$ cat src/rtl/gerador_vga.sv
// VGA timing generator: free-running pixel/line counters gated by a
// pixel-clock enable, with sync, visible-area and end-of-line/frame decode.
module gerador_vga #(
  parameter int H_ATIVO = 640,
  parameter int H_FP    = 16,
  parameter int H_SYNC  = 96,
  parameter int H_BP    = 48,
  parameter int V_ATIVO = 480,
  parameter int V_FP    = 10,
  parameter int V_SYNC  = 2,
  parameter int V_BP    = 33
) (
  input  logic       clk,
  input  logic       rst_n,
  input  logic       habilita,
  output logic [9:0] x,
  output logic [9:0] y,
  output logic       video_ativo,
  output logic       hsync,
  output logic       vsync,
  output logic       fim_linha,
  output logic       fim_quadro
);

  localparam int H_TOTAL = H_ATIVO + H_FP + H_SYNC + H_BP;
  localparam int V_TOTAL = V_ATIVO + V_FP + V_SYNC + V_BP;

  localparam logic [9:0] H_MAX    = 10'(H_TOTAL - 1);
  localparam logic [9:0] V_MAX    = 10'(V_TOTAL - 1);
  localparam logic [9:0] H_VIS    = 10'(H_ATIVO);
  localparam logic [9:0] V_VIS    = 10'(V_ATIVO);
  localparam logic [9:0] HS_INI   = 10'(H_ATIVO + H_FP);
  localparam logic [9:0] HS_FIM   = 10'(H_ATIVO + H_FP + H_SYNC);
  localparam logic [9:0] VS_INI   = 10'(V_ATIVO + V_FP);
  localparam logic [9:0] VS_FIM   = 10'(V_ATIVO + V_FP + V_SYNC);

  logic [9:0] hcont;
  logic [9:0] vcont;
  logic       h_ultimo;
  logic       v_ultimo;

  assign h_ultimo = (hcont == H_MAX);
  assign v_ultimo = (vcont == V_MAX);

  // Counter advance: compare-and-clear wrap so out-of-range counts never occur
  always_ff @(posedge clk) begin
    if (!rst_n) begin
      hcont <= '0;
      vcont <= '0;
    end else if (habilita) begin
      if (h_ultimo) begin
        hcont <= '0;
        if (v_ultimo) vcont <= '0;
        else          vcont <= vcont + 10'd1;
      end else begin
        hcont <= hcont + 10'd1;
      end
    end
  end

  // Zero-latency decode from the counter registers; only the end pulses see habilita
  always_comb begin
    x           = hcont;
    y           = vcont;
    video_ativo = (hcont < H_VIS) && (vcont < V_VIS);
    hsync       = !((hcont >= HS_INI) && (hcont < HS_FIM));
    vsync       = !((vcont >= VS_INI) && (vcont < VS_FIM));
    fim_linha   = habilita && h_ultimo;
    fim_quadro  = habilita && h_ultimo && v_ultimo;
  end

endmodule

$ cat config.mk
export PLATFORM = sky130hd
export DESIGN_NAME = gerador_vga
export DESIGN_NICKNAME = d
export VERILOG_FILES = /design/src/rtl/gerador_vga.sv
export SDC_FILE = /design/constraint.sdc
export NUM_CORES = 1
export LEC_CHECK = 0
export ABC_CLOCK_PERIOD_IN_PS = 2400
export BUFFER_PORTS_ARGS = -buffer_cell sky130_fd_sc_hd__buf_2
export CORE_MARGIN = 2
export CORE_UTILIZATION = 51
export CTS_CLUSTER_SIZE = 12
export DETAILED_ROUTE_END_ITERATION = 12
export GPL_ROUTABILITY_DRIVEN = 0
export GPL_TIMING_DRIVEN = 0
export PLACE_DENSITY_LB_ADDON = 0.2
export SETUP_SLACK_MARGIN = 0.15
export SLEW_MARGIN = 0
export SYNTH_ARGS = -nofsm -noshare
export SYNTH_HDL_FRONTEND = slang
export SYNTH_SLANG_ARGS = --single-unit
$ cat constraint.sdc
create_clock -name clk -period 2.4 [get_ports clk]
set_input_delay 0.6 -clock clk [delete_from_list [all_inputs] [get_ports clk]]
set_output_delay 0.6 -clock clk [all_outputs]
set_load 0.05 [all_outputs]
==> reports/metrics.cfg <==
[sta]
min_period_ns = 2.211
skew_ns = 0.009007
timing.hold.ws_ns = 0.5086
slew-limit-headroom = 0.7380
drv_slew = 0
rsz0062_at_grt = yes
fmax_ghz = 0.4524
tightest_slew_ns = 0.3929
finalSetupTns_ns = 0
fin_crit_sh = 0.9210
hold_viol_final = 0
finalWorstSetupSlack_ns = 0.1895
finalSetupViolations = 0

[yosys]
yosysWarnings = 0
synth-adder-area-share = 0.04525
synth-xor-area-share = 0.1109
syn_nets = 128
syn_area_um2 = 1106
synth_seq_cells = 20
syn-instance-count = 121
synthMuxAreaShare = 0
ys_types = 37
synth_top_family_by_area = simple AND/OR/NAND/NOR gates
yosysSeqAreaShare = 0.3620
synth-simple-area-share = 0.3654
synth_compound_gate_area_share = 0.07692
syn_avg_cell_area_um2 = 9.141

[critical_path]
critPathTopFamily = simple AND/OR/NAND/NOR gates
critPathKind = register to output pin
crit_path_frequent_cell = buf_6
critPathBufInv = 2
slowest_delay_ns = 0.48
required_ns = 1.80
worstSetupEndpointType = output pin
path_cells = and4b_1, buf_6, nand3_4, nor2_2, buf_6
crit_path_top_delay_cell = dfxtp_1
worstPathArrival_ns = 1.61
crit_fanout = 8
startpoint_type = register

[global_route]
grt_first_pass_wirelength_mm = 3.960
antenna_found_initial = 0
grt_max_degree = 12
grtUsageTotal = 0.1994
grt-ovfl-total = 0
grt_pass1_vias = 948

[power_and_ir_drop]
p_leak_nw = 0.5676
power_frac_comb = 0.070
power_density_nw_per_um2 = 424.4
sw_frac_of_total = 0.2374
vdd_drop_max_mv = 0.3126
cellInternalPower_mw = 0.4418
pwr-share-clk = 0.347
p_switching_mw = 0.1375
p_seq_frac = 0.583

[cts]
clk_pin_slew_ns = 0.12
cts.sinks = 20
cts_tree = yes
cts-root-buf = clkbuf_4
cts-htree-levels = 1
cts_buffers = 3
clockBufferDepth = 2
insertion_delay_ns = 0.31
postCtsHoldBufs = 0

[detailed_routing]
wl_per_cell_um = 13.01
dr.pass1.iters = 4
drt_wl_total_mm = 2.354
drc = 0
vias = 991
drtIter0Drc = 15
viasPerCell = 5.475
ant_nets = 0

[hold_path]
min_path_type = register to register

[flow_run]
drv_cap = 0

[floorplanning]
start_util = 0.5525
num_io_pins = 28
die_h_um = 50.57
fp.dieW_um = 50.57
row_count = 16
core-area_um2 = 2002
dieArea_um2 = 2557

[placed_design]
pre_cts_slack_ns = 0.2077
dp_hpwl_mm = 1.731
io_buffers = 27

[layout]
final_nets = 162
drive_above_1_share = 0.3442
postLayoutCoreUtil = 0.6819
antenna_cells = 0
area_delta_synth_final_pct = 23.42

[outcome]
status = complete, no violations

[power by group through the flow]
| stage | logic (mW) | clock network (mW) | registers (mW) |
|---|---|---|---|
| floorplan | 0.0118 | 0 | 0.358 |
| global placement | 0.0329 | 0 | 0.347 |
| detailed placement | 0.0341 | 0 | 0.347 |
| CTS | 0.0406 | 0.206 | 0.338 |
| global route | 0.0437 | 0.213 | 0.339 |
| finish | 0.0403 | 0.201 | 0.338 |
[tightest hold or removal path, delay by kind of cell, from the launching register on]
kind	cells	cell delay, ns
compound gates	1	0.05
flops	1	0.36
simple gates	1	0.06
[Yosys cell counts (all sizes together)]
cell	instances	area, µm²
or4	3	22.52
and2	3	18.77
o31ai	1	7.510
nor2	15	72.57
or3	1	6.260
clkbuf	1	13.76
a21oi	4	23.77
o21ai	4	23.77
inv	5	18.76
nand2b	1	6.260
nand4b	1	8.760
and4	3	26.28
nand2	8	30.03
a211oi	1	7.510
ha	4	50.05
and4b	2	20.02
or4b	1	13.76
xor2	9	78.83
buf	1	11.26
dfxtp	20	400.4
nand4	6	52.55
and3	6	40.03
nor4b	1	8.760
nand3	10	62.56
a21boi	2	15.02
o21a	1	7.510
xnor2	5	43.79
nor4bb	1	10.01
nor3	1	5.000
[routing by layer]
metal | global-route usage | wire length (µm)
met1 | 0.2338 | 1035
met2 | 0.3662 | 1185
met3 | 0.03869 | 108
met4 | 0.05405 | 25
met5 | 0 | 0
[metrics by stage]
step | std cells | power [mW] | area, µm²
floorplan | 121 | 0.3702 | 1114
global placement | 175 | 0.3796 | 1282
detailed placement | 175 | 0.3810 | 1282
CTS | 181 | 0.5841 | 1348
global route | 181 | 0.5951 | 1365
finish | 181 | 0.5793 | 1365
[registers in the layout, indices dropped and copies added (netlist names)]
name	flops
y	10
x	10
[cell families after synthesis]
| group | after synthesis |
|---|---|
| XOR/XNOR | 14 |
| AND/OR/NAND/NOR | 63 |
| AO/OA/AOI/OAI | 13 |
| adder cells (fa/ha/maj) | 4 |
| buffers and inverters | 7 |
| flip-flops | 20 |
[cells in the final DEF, fill, tap and decap left out, types with 2 or more instances in the layout]
| cell type | count |
|---|---|
| buf_2 | 25 |
| dfxtp_1 | 15 |
| nor2_1 | 13 |
| xor2_1 | 9 |
| nand3_1 | 9 |
| nand2_1 | 8 |
| nand4_1 | 5 |
| xnor2_1 | 5 |
| dfxtp_2 | 5 |
| inv_1 | 4 |
| and3_1 | 4 |
| and4_1 | 3 |
| buf_6 | 3 |
| or4_1 | 3 |
| and2_1 | 3 |
| o21ai_0 | 3 |
| a21oi_1 | 3 |
| ha_1 | 3 |
| clkbuf_4 | 3 |
| and4b_1 | 2 |
| and3_2 | 2 |
| buf_4 | 2 |
[path summary, 6_finish.rpt]
path / startpoint / end / slack (ns) / cells past startpoint
setup / recovery: x[4] / fim_quadro / 0.19 / 5
hold / removal: y[1] / y[1] / 0.51 / 2
setup reg to reg: x[4] / y[7] / 0.65 / 5
hold reg to reg: y[1] / y[1] / 0.51 / 2
[cell type report]
cell class                      count  area [µm²]
Buffer                              2       26.28
Clock buffer                        4       36.28
Fill cell                         173       636.9
Inverter                            5       21.27
Multi-Input combinational cell     94       678.2
Sequential cell                    20       406.6
Tap cell                           27       33.78
Timing Repair Buffer               29       162.7
[what timing repair did]
item	CTS	global route
gates resized for setup	7	6
pin swaps	0	1
setup buffers	2	0
endpoints found under the setup margin	3	3
Note: power is estimated with default switching activity, not from simulation.
